$ cat config.mk
export PLATFORM = sky130hd
export DESIGN_NAME = cpu4_bus_sequencer
export DESIGN_NICKNAME = d
export VERILOG_FILES = /design/src/rtl/cpu4_pkg.sv /design/src/rtl/cpu4_nibble_ram.sv /design/src/rtl/cpu4_bus_sequencer.sv
export SDC_FILE = /design/constraint.sdc
export NUM_CORES = 1
export LEC_CHECK = 0
export BUFFER_PORTS_ARGS = -buffer_cell sky130_fd_sc_hd__buf_4
export CORE_ASPECT_RATIO = 0.5
export CORE_MARGIN = 5
export CORE_UTILIZATION = 67
export DETAILED_ROUTE_END_ITERATION = 10
export GPL_TIMING_DRIVEN = 0
export PLACE_DENSITY = 0.83
export SLEW_MARGIN = 20
export SYNTH_ARGS = -nofsm -noshare
export SYNTH_HDL_FRONTEND = slang
export SYNTH_SLANG_ARGS = --single-unit
$ cat constraint.sdc
create_clock -name clk -period 6.2 [get_ports clk]
set_input_delay 0.31 -clock clk [delete_from_list [all_inputs] [get_ports clk]]
set_output_delay 0.31 -clock clk [all_outputs]
set_load 0.02 [all_outputs]
$ cat src/rtl/cpu4_pkg.sv
// Shared types and decode helpers for the nibble-bus CPU sequencer.
// Opcodes, bus-phase mirror states and top-level controller states.
package cpu4_pkg;

  localparam int AW = 6;

  localparam logic [3:0] OP_NOP  = 4'h0;
  localparam logic [3:0] OP_INC  = 4'h1;
  localparam logic [3:0] OP_DEC  = 4'h2;
  localparam logic [3:0] OP_NOT  = 4'h3;
  localparam logic [3:0] OP_SHL  = 4'h4;
  localparam logic [3:0] OP_SHR  = 4'h5;
  localparam logic [3:0] OP_CLR  = 4'h6;
  localparam logic [3:0] OP_SWP  = 4'h7;
  localparam logic [3:0] OP_ADDI = 4'h8;
  localparam logic [3:0] OP_SUBI = 4'h9;
  localparam logic [3:0] OP_JMP  = 4'hA;
  localparam logic [3:0] OP_JZ   = 4'hB;
  localparam logic [3:0] OP_LDA  = 4'hC;
  localparam logic [3:0] OP_LDB  = 4'hD;
  localparam logic [3:0] OP_STA  = 4'hE;
  localparam logic [3:0] OP_STB  = 4'hF;

  typedef enum logic [1:0] {
    ADDR,
    OP,
    MEM1,
    MEM2
  } phase_e;

  typedef enum logic [1:0] {
    IDLE,
    RESET_CPU,
    RUN
  } top_e;

  function automatic logic is_store(input logic [3:0] op);
    return op[3:1] == 3'b111;
  endfunction

  function automatic logic is_jump(input logic [3:0] op);
    return op[3:1] == 3'b101;
  endfunction

endpackage

$ cat src/rtl/cpu4_nibble_ram.sv
// 64x4 program/data store: one synchronous write port,
// an asynchronous fetch read and a registered host read.
module cpu4_nibble_ram
  import cpu4_pkg::*;
#(
  parameter int DEPTH = 64
) (
  input  logic          clk,
  input  logic          rst_n,
  input  logic          we_i,
  input  logic [AW-1:0] waddr_i,
  input  logic [3:0]    wdata_i,
  input  logic [AW-1:0] faddr_i,
  output logic [3:0]    fdata_o,
  input  logic [AW-1:0] raddr_i,
  output logic [3:0]    rdata_o
);

  logic [3:0] mem_q [DEPTH];
  logic [3:0] rdata_q;

  always_ff @(posedge clk) begin
    if (we_i) mem_q[waddr_i] <= wdata_i;
  end

  // Host read sees the pre-write contents of a same-cycle write.
  always_ff @(posedge clk or negedge rst_n) begin
    if (!rst_n) rdata_q <= '0;
    else        rdata_q <= mem_q[raddr_i];
  end

  assign fdata_o = mem_q[faddr_i];
  assign rdata_o = rdata_q;

endmodule

$ cat src/rtl/cpu4_bus_sequencer.sv
// Sequencer for the nibble-bus CPU: clocks/resets the core, feeds
// instruction and operand nibbles, captures stores, serves the host.
module cpu4_bus_sequencer
  import cpu4_pkg::*;
#(
  parameter int DEPTH     = 64,
  parameter int DATA_BASE = 48,
  parameter int STEP_DIV  = 2
) (
  input  logic          clk,
  input  logic          rst_n,
  input  logic          ld_valid,
  output logic          ld_ready,
  input  logic [AW-1:0] ld_addr,
  input  logic [3:0]    ld_data,
  input  logic [AW-1:0] rd_addr,
  output logic [3:0]    rd_data,
  input  logic          run_start,
  input  logic          run_stop,
  output logic          running,
  output logic          cpu_clk,
  output logic          cpu_rst,
  output logic [3:0]    cpu_data,
  input  logic [AW-1:0] cpu_bus,
  input  logic          cpu_wcyc,
  output logic [15:0]   cycle_cnt
);

  localparam int DW = (STEP_DIV > 2) ? $clog2(STEP_DIV) : 1;
  localparam logic [DW-1:0] DIV_LAST = DW'(STEP_DIV - 1);
  localparam logic [AW-1:0] BASE = AW'(DATA_BASE);

  top_e          state_q, state_d;
  phase_e        phase_q, phase_d;
  logic          rcnt_q, rcnt_d;
  logic [DW-1:0] div_q, div_d;
  logic [AW-1:0] fptr_q, fptr_d;
  logic [AW-1:0] pcs_q, pcs_d;
  logic [AW-1:0] bus_q, bus_d;
  logic          wcyc_q, wcyc_d;
  logic [3:0]    op_q, op_d;
  logic [3:0]    opnd_q, opnd_d;
  logic [15:0]   cnt_q, cnt_d;

  logic          tick, smp, st_hit, st_we;
  logic          mem_we;
  logic [AW-1:0] mem_waddr;
  logic [3:0]    mem_wdata, fdata;

  assign tick   = (state_q == RUN) && (div_q == DIV_LAST);
  assign smp    = (state_q == RUN) && (div_q == '0);
  assign st_hit = (phase_q == ADDR) && is_store(op_q) && wcyc_q;

  always_comb begin
    state_d = state_q;
    phase_d = phase_q;
    rcnt_d  = rcnt_q;
    div_d   = div_q;
    fptr_d  = fptr_q;
    pcs_d   = pcs_q;
    bus_d   = bus_q;
    wcyc_d  = wcyc_q;
    op_d    = op_q;
    opnd_d  = opnd_q;
    cnt_d   = cnt_q;
    st_we   = 1'b0;
    unique case (state_q)
      IDLE: begin
        if (run_start && !run_stop) begin
          state_d = RESET_CPU;
          phase_d = ADDR;
          rcnt_d  = 1'b0;
          div_d   = '0;
          fptr_d  = '0;
          pcs_d   = '0;
          bus_d   = '0;
          wcyc_d  = 1'b0;
          op_d    = OP_NOP;
          opnd_d  = '0;
          cnt_d   = '0;
        end
      end
      RESET_CPU: begin
        if (run_stop)    state_d = IDLE;
        else if (rcnt_q) state_d = RUN;
        else             rcnt_d  = 1'b1;
      end
      RUN: begin
        if (run_stop) begin
          state_d = IDLE;
          div_d   = '0;
        end else begin
          div_d = tick ? '0 : div_q + DW'(1);
          if (smp) begin
            bus_d  = cpu_bus;
            wcyc_d = cpu_wcyc;
          end
          if (tick) begin
            if (cnt_q != 16'hFFFF) cnt_d = cnt_q + 16'd1;
            unique case (phase_q)
              ADDR: begin
                // A store cycle drives data, not the pc, on the bus.
                if (st_hit) begin
                  st_we = 1'b1;
                end else if (bus_q != pcs_q) begin
                  fptr_d = bus_q;
                  pcs_d  = bus_q;
                end
                phase_d = OP;
              end
              OP: begin
                op_d    = fdata;
                fptr_d  = fptr_q + AW'(1);
                phase_d = fdata[3] ? MEM1 : ADDR;
              end
              MEM1: begin
                opnd_d  = fdata;
                fptr_d  = fptr_q + AW'(1);
                phase_d = is_jump(op_q) ? MEM2 : ADDR;
              end
              MEM2: begin
                fptr_d  = fptr_q + AW'(1);
                phase_d = ADDR;
              end
            endcase
          end
        end
      end
      default: state_d = IDLE;
    endcase
  end

  always_ff @(posedge clk or negedge rst_n) begin
    if (!rst_n) begin
      state_q <= IDLE;
      phase_q <= ADDR;
      rcnt_q  <= 1'b0;
      div_q   <= '0;
      fptr_q  <= '0;
      pcs_q   <= '0;
      bus_q   <= '0;
      wcyc_q  <= 1'b0;
      op_q    <= OP_NOP;
      opnd_q  <= '0;
      cnt_q   <= '0;
    end else begin
      state_q <= state_d;
      phase_q <= phase_d;
      rcnt_q  <= rcnt_d;
      div_q   <= div_d;
      fptr_q  <= fptr_d;
      pcs_q   <= pcs_d;
      bus_q   <= bus_d;
      wcyc_q  <= wcyc_d;
      op_q    <= op_d;
      opnd_q  <= opnd_d;
      cnt_q   <= cnt_d;
    end
  end

  assign ld_ready  = (state_q == IDLE) && ld_valid;
  assign mem_we    = st_we || ld_ready;
  assign mem_waddr = st_we ? BASE + AW'(opnd_q) : ld_addr;
  assign mem_wdata = st_we ? bus_q[3:0] : ld_data;

  cpu4_nibble_ram #(
    .DEPTH (DEPTH)
  ) u_ram (
    .clk     (clk),
    .rst_n   (rst_n),
    .we_i    (mem_we),
    .waddr_i (mem_waddr),
    .wdata_i (mem_wdata),
    .faddr_i (fptr_q),
    .fdata_o (fdata),
    .raddr_i (rd_addr),
    .rdata_o (rd_data)
  );

  assign running   = (state_q != IDLE);
  assign cpu_clk   = tick;
  assign cpu_rst   = (state_q != RUN);
  assign cpu_data  = ((state_q == RUN) && (phase_q != ADDR)) ? fdata : 4'h0;
  assign cycle_cnt = cnt_q;

endmodule

==> impl_metrics.yaml <==
placed_design:
  dp_hpwl_mm: 30.7
  place_congestion: 0.994
  place_ws_ns: 2.56
  io_buffers: 51
critical_path:
  end_kind: "output port"
  critPathArrivalTime_ns: 4.10
  reg2reg_depth: 7
  crit_type: "reg2out"
  r2r_start: "phase_q[1]"
  worst_ep_required_time_ns: 5.89
  start_kind: "flip-flop"
  rrSetupSlack_ns: 2.59
  critPathMaxFanout: 10
  r2r_end: "u_ram.mem_q[44][0]"
timing:
  slew_violations: 0
  worst_pin_slew_ns: 1.23
  min_period_over_period: 0.711
  layout_min_cycle_time_ns: 4.41
  timing.final.ws_setup_ns: 1.79
  hold_viol_final: 0
  relSlewSlack: 0.183
  skew_ns: 0.0318
  rsz0062_at_grt: "false"
  finalSetupTns_ns: 0
  finalSetupViolations: 0
  fmax_ghz: 0.227
routing:
  ant_nets: 0
  firstDrtPassIters: 6
  met1_length_mm: 16.0
  routed_wl_mm: 46.0
  met2_length_mm: 19.7
  met3_length_mm: 8.18
  drc: 0
  drt-vias-per-instance: 7.66
  maxUsedRoutingLayer: "met4"
  drtIter0Drc: 2127
  wl_per_cell_um: 33.0
  vias: 10700
yosys:
  synth_cells: 976
  ys_warn_count: 0
  postSynth.asyncResetShare: 0.169
  synth_edf_count: 256
  syn_avg_cell_area_um2: 15.6
  synth_seq_cells: 308
  ys_seq_area_frac: 0.590
  syn-num-nets: 1006
  synth.distinct_cells: 69
  yosys_most_used_dff: "edfxtp_1"
  synth_area_mm2: 0.0152
final_layout:
  drive_gt1_frac: 0.290
  n_antenna_cell: 0
  utilization: 0.753
  num-nets-final: 1096
  area_growth_pct: 11.7
die:
  die_h_um: 117
  core_mm2: 0.0226
  rows: 39
  die_w_um: 223
  dieArea_mm2: 0.0261
  ios: 56
  start_util: 0.675
clocking:
  cts_setup_buffers: 0
  cts_root_buf: "clkbuf_16"
  clock-sinks: 308
  clk_pin_slew_ns: 0.07
  cts_htree_levels: 1
  worstSkewPairLatency_ns: 0.57
  cts_buffer_depth: 3
  cts_buffers: 28
  cts_tree: "done"
min_path:
  hp-class: "in2reg"
  min_from: "run_start"
  min_delay_worst_endpoint: "state_q[0]"
  min_delay_path_depth: 3
global_routing:
  antenna_found_initial: 0
  grt_max_degree: 65
  grt.overflow.total: 0
  grt_pass1_vias: 10400
  grt_usage: 0.358
  grt_pass1_wl_mm: 67.4
flow_run:
  maxCapViolations: 0
power:
  fin_total_pwr_w: 0.00449
  p_leak_nw: 5.64
  powerDensity_mw_per_mm2: 264
  peakVddDrop_v: 0.000216
status:
  status: "completed"
-- per-layer routing --
| layer | vias up | track usage |
|---|---|---|
| met2 | 1071 | 0.523 |
| met3 | 200 | 0.146 |
| li1 | 4111 | - |
| met5 | - | 0 |
| met4 | 0 | 0.141 |
| met1 | 5309 | 0.492 |
-- report_power, final --
| group | internal (W) | switching (W) | leakage [nW] |
|---|---|---|---|
| clock network | 0.000964 | 0.000793 | 0.431 |
| logic | 0.000161 | 0.000262 | 2.21 |
| registers | 0.00228 | 0.0000341 | 3.00 |
| total | 0.00340 | 0.00109 | 5.64 |
-- worst max-delay path, cell delays in order (launching register included) --
cell	delay, ns
dfrtp_1	0.49
buf_6	0.21
buf_8	0.19
buf_4	0.30
buf_2	0.39
mux2_2	0.39
o22ai_1	0.17
nor3_1	0.11
nor3_1	0.76
a211oi_1	0.27
buf_4	0.24
-- stage by stage --
| stage | hold WS (ns) | area, µm² | std cells |
|---|---|---|---|
| global route | 0.106 | 17000 | 1395 |
| finish | 0.0537 | 17000 | 1395 |
| detailed placement | 0.421 | 16000 | 1334 |
| CTS | 0.0481 | 17000 | 1395 |
| floorplan | 0.0144 | 15200 | 976 |
| global placement | 0.405 | 16000 | 1334 |
-- synthesized netlist by cell type (3+ instances only) --
cell	number	share of area
a211oi_1	16	0.0079
a21oi_1	13	0.0043
a22o_1	8	0.0046
a22oi_1	3	0.0015
and3_1	3	0.0012
buf_1	4	0.00098
buf_2	24	0.0079
buf_4	4	0.0020
buf_6	4	0.0030
clkbuf_1	22	0.0054
dfrtp_1	52	0.085
edfxtp_1	256	0.50
inv_1	16	0.0039
mux2_2	45	0.033
mux2i_1	35	0.023
mux4_1	4	0.0069
mux4_2	118	0.17
nand2_1	37	0.0091
nand2_2	5	0.0021
nand2b_1	13	0.0053
nand3_1	11	0.0036
nand3b_1	3	0.0015
nand4_1	3	0.0012
nor2_1	108	0.027
nor2b_1	15	0.0062
nor3_1	26	0.0085
nor4_1	6	0.0025
o21ai_0	18	0.0059
o22ai_1	25	0.010
o31ai_1	7	0.0034
or2_2	7	0.0029
xnor2_1	8	0.0046
xor2_1	6	0.0034
-- worst max path at each step --
stage / start / to / slack [ns] / depth (start not counted)
after floorplan: state_q[0] / u_ram.mem_q[58][0] / 3.61 / 7
after global placement: fptr_q[1] / cpu_data[2] / 2.63 / 10
after detailed placement: fptr_q[1] / cpu_data[2] / 2.56 / 10
after CTS: fptr_q[1] / cpu_data[2] / 1.96 / 10
after global routing: fptr_q[1] / cpu_data[2] / 1.80 / 10
final: fptr_q[1] / cpu_data[2] / 1.79 / 10
-- cells in the final DEF, fill, tap and decap left out, types with 4 or more instances in the layout --
| cell | count |
|---|---|
| a211oi_1 | 16 |
| a21oi_1 | 13 |
| a22o_1 | 8 |
| buf_1 | 4 |
| buf_2 | 24 |
| buf_4 | 55 |
| buf_6 | 4 |
| clkbuf_1 | 30 |
| clkbuf_16 | 28 |
| clkinv_2 | 6 |
| clkinvlp_4 | 4 |
| dfrtp_1 | 52 |
| dlygate4sd3_1 | 9 |
| edfxtp_1 | 256 |
| inv_1 | 16 |
| mux2_2 | 41 |
| mux2_4 | 5 |
| mux2i_1 | 35 |
| mux4_1 | 4 |
| mux4_2 | 118 |
| nand2_1 | 37 |
| nand2_2 | 5 |
| nand2b_1 | 13 |
| nand3_1 | 11 |
| nor2_1 | 108 |
| nor2b_1 | 15 |
| nor3_1 | 26 |
| nor4_1 | 6 |
| o21ai_0 | 18 |
| o22ai_1 | 25 |
| o31ai_1 | 7 |
| or2_2 | 7 |
| xnor2_1 | 8 |
| xor2_1 | 6 |
-- final cells by class --
class	instances	area, µm²
fillers	1272	5570
well taps	307	384
clock buffers	36	731
multi-input cells	592	5900
inverters	17	63.8
repair buffers	60	473
clock inverters	16	174
plain buffers	59	308
flip-flops and latches	308	8990
-- repair_timing --
item / in CTS / in global routing
hold buffers: 9 / 0
hold endpoints to repair: 61 / 0
gates resized for setup: 0 / 0
-- state kept, by name, indices dropped and copies added (netlist names), 2 cells and up --
register,count
state_q,2
phase_q,2
opnd_q,4
u_ram.rdata_o,4
u_ram.mem_q,256
bus_q,6
pcs_q,6
fptr_q,6
cycle_cnt,16
op_q,3
-- cells by family after synthesis --
family                   count (synthesis)  share of synthesized area
buffers and inverters                   76                     0.0244
XOR/XNOR                                14                    0.00804
AO/OA/AOI/OAI                          117                     0.0543
flip-flops                             308                      0.590
adder cells (fa/ha/maj)                  2                    0.00164
multiplexers                           203                      0.238
AND/OR/NAND/NOR                        256                     0.0836
Power figures use the tool's default switching activity.
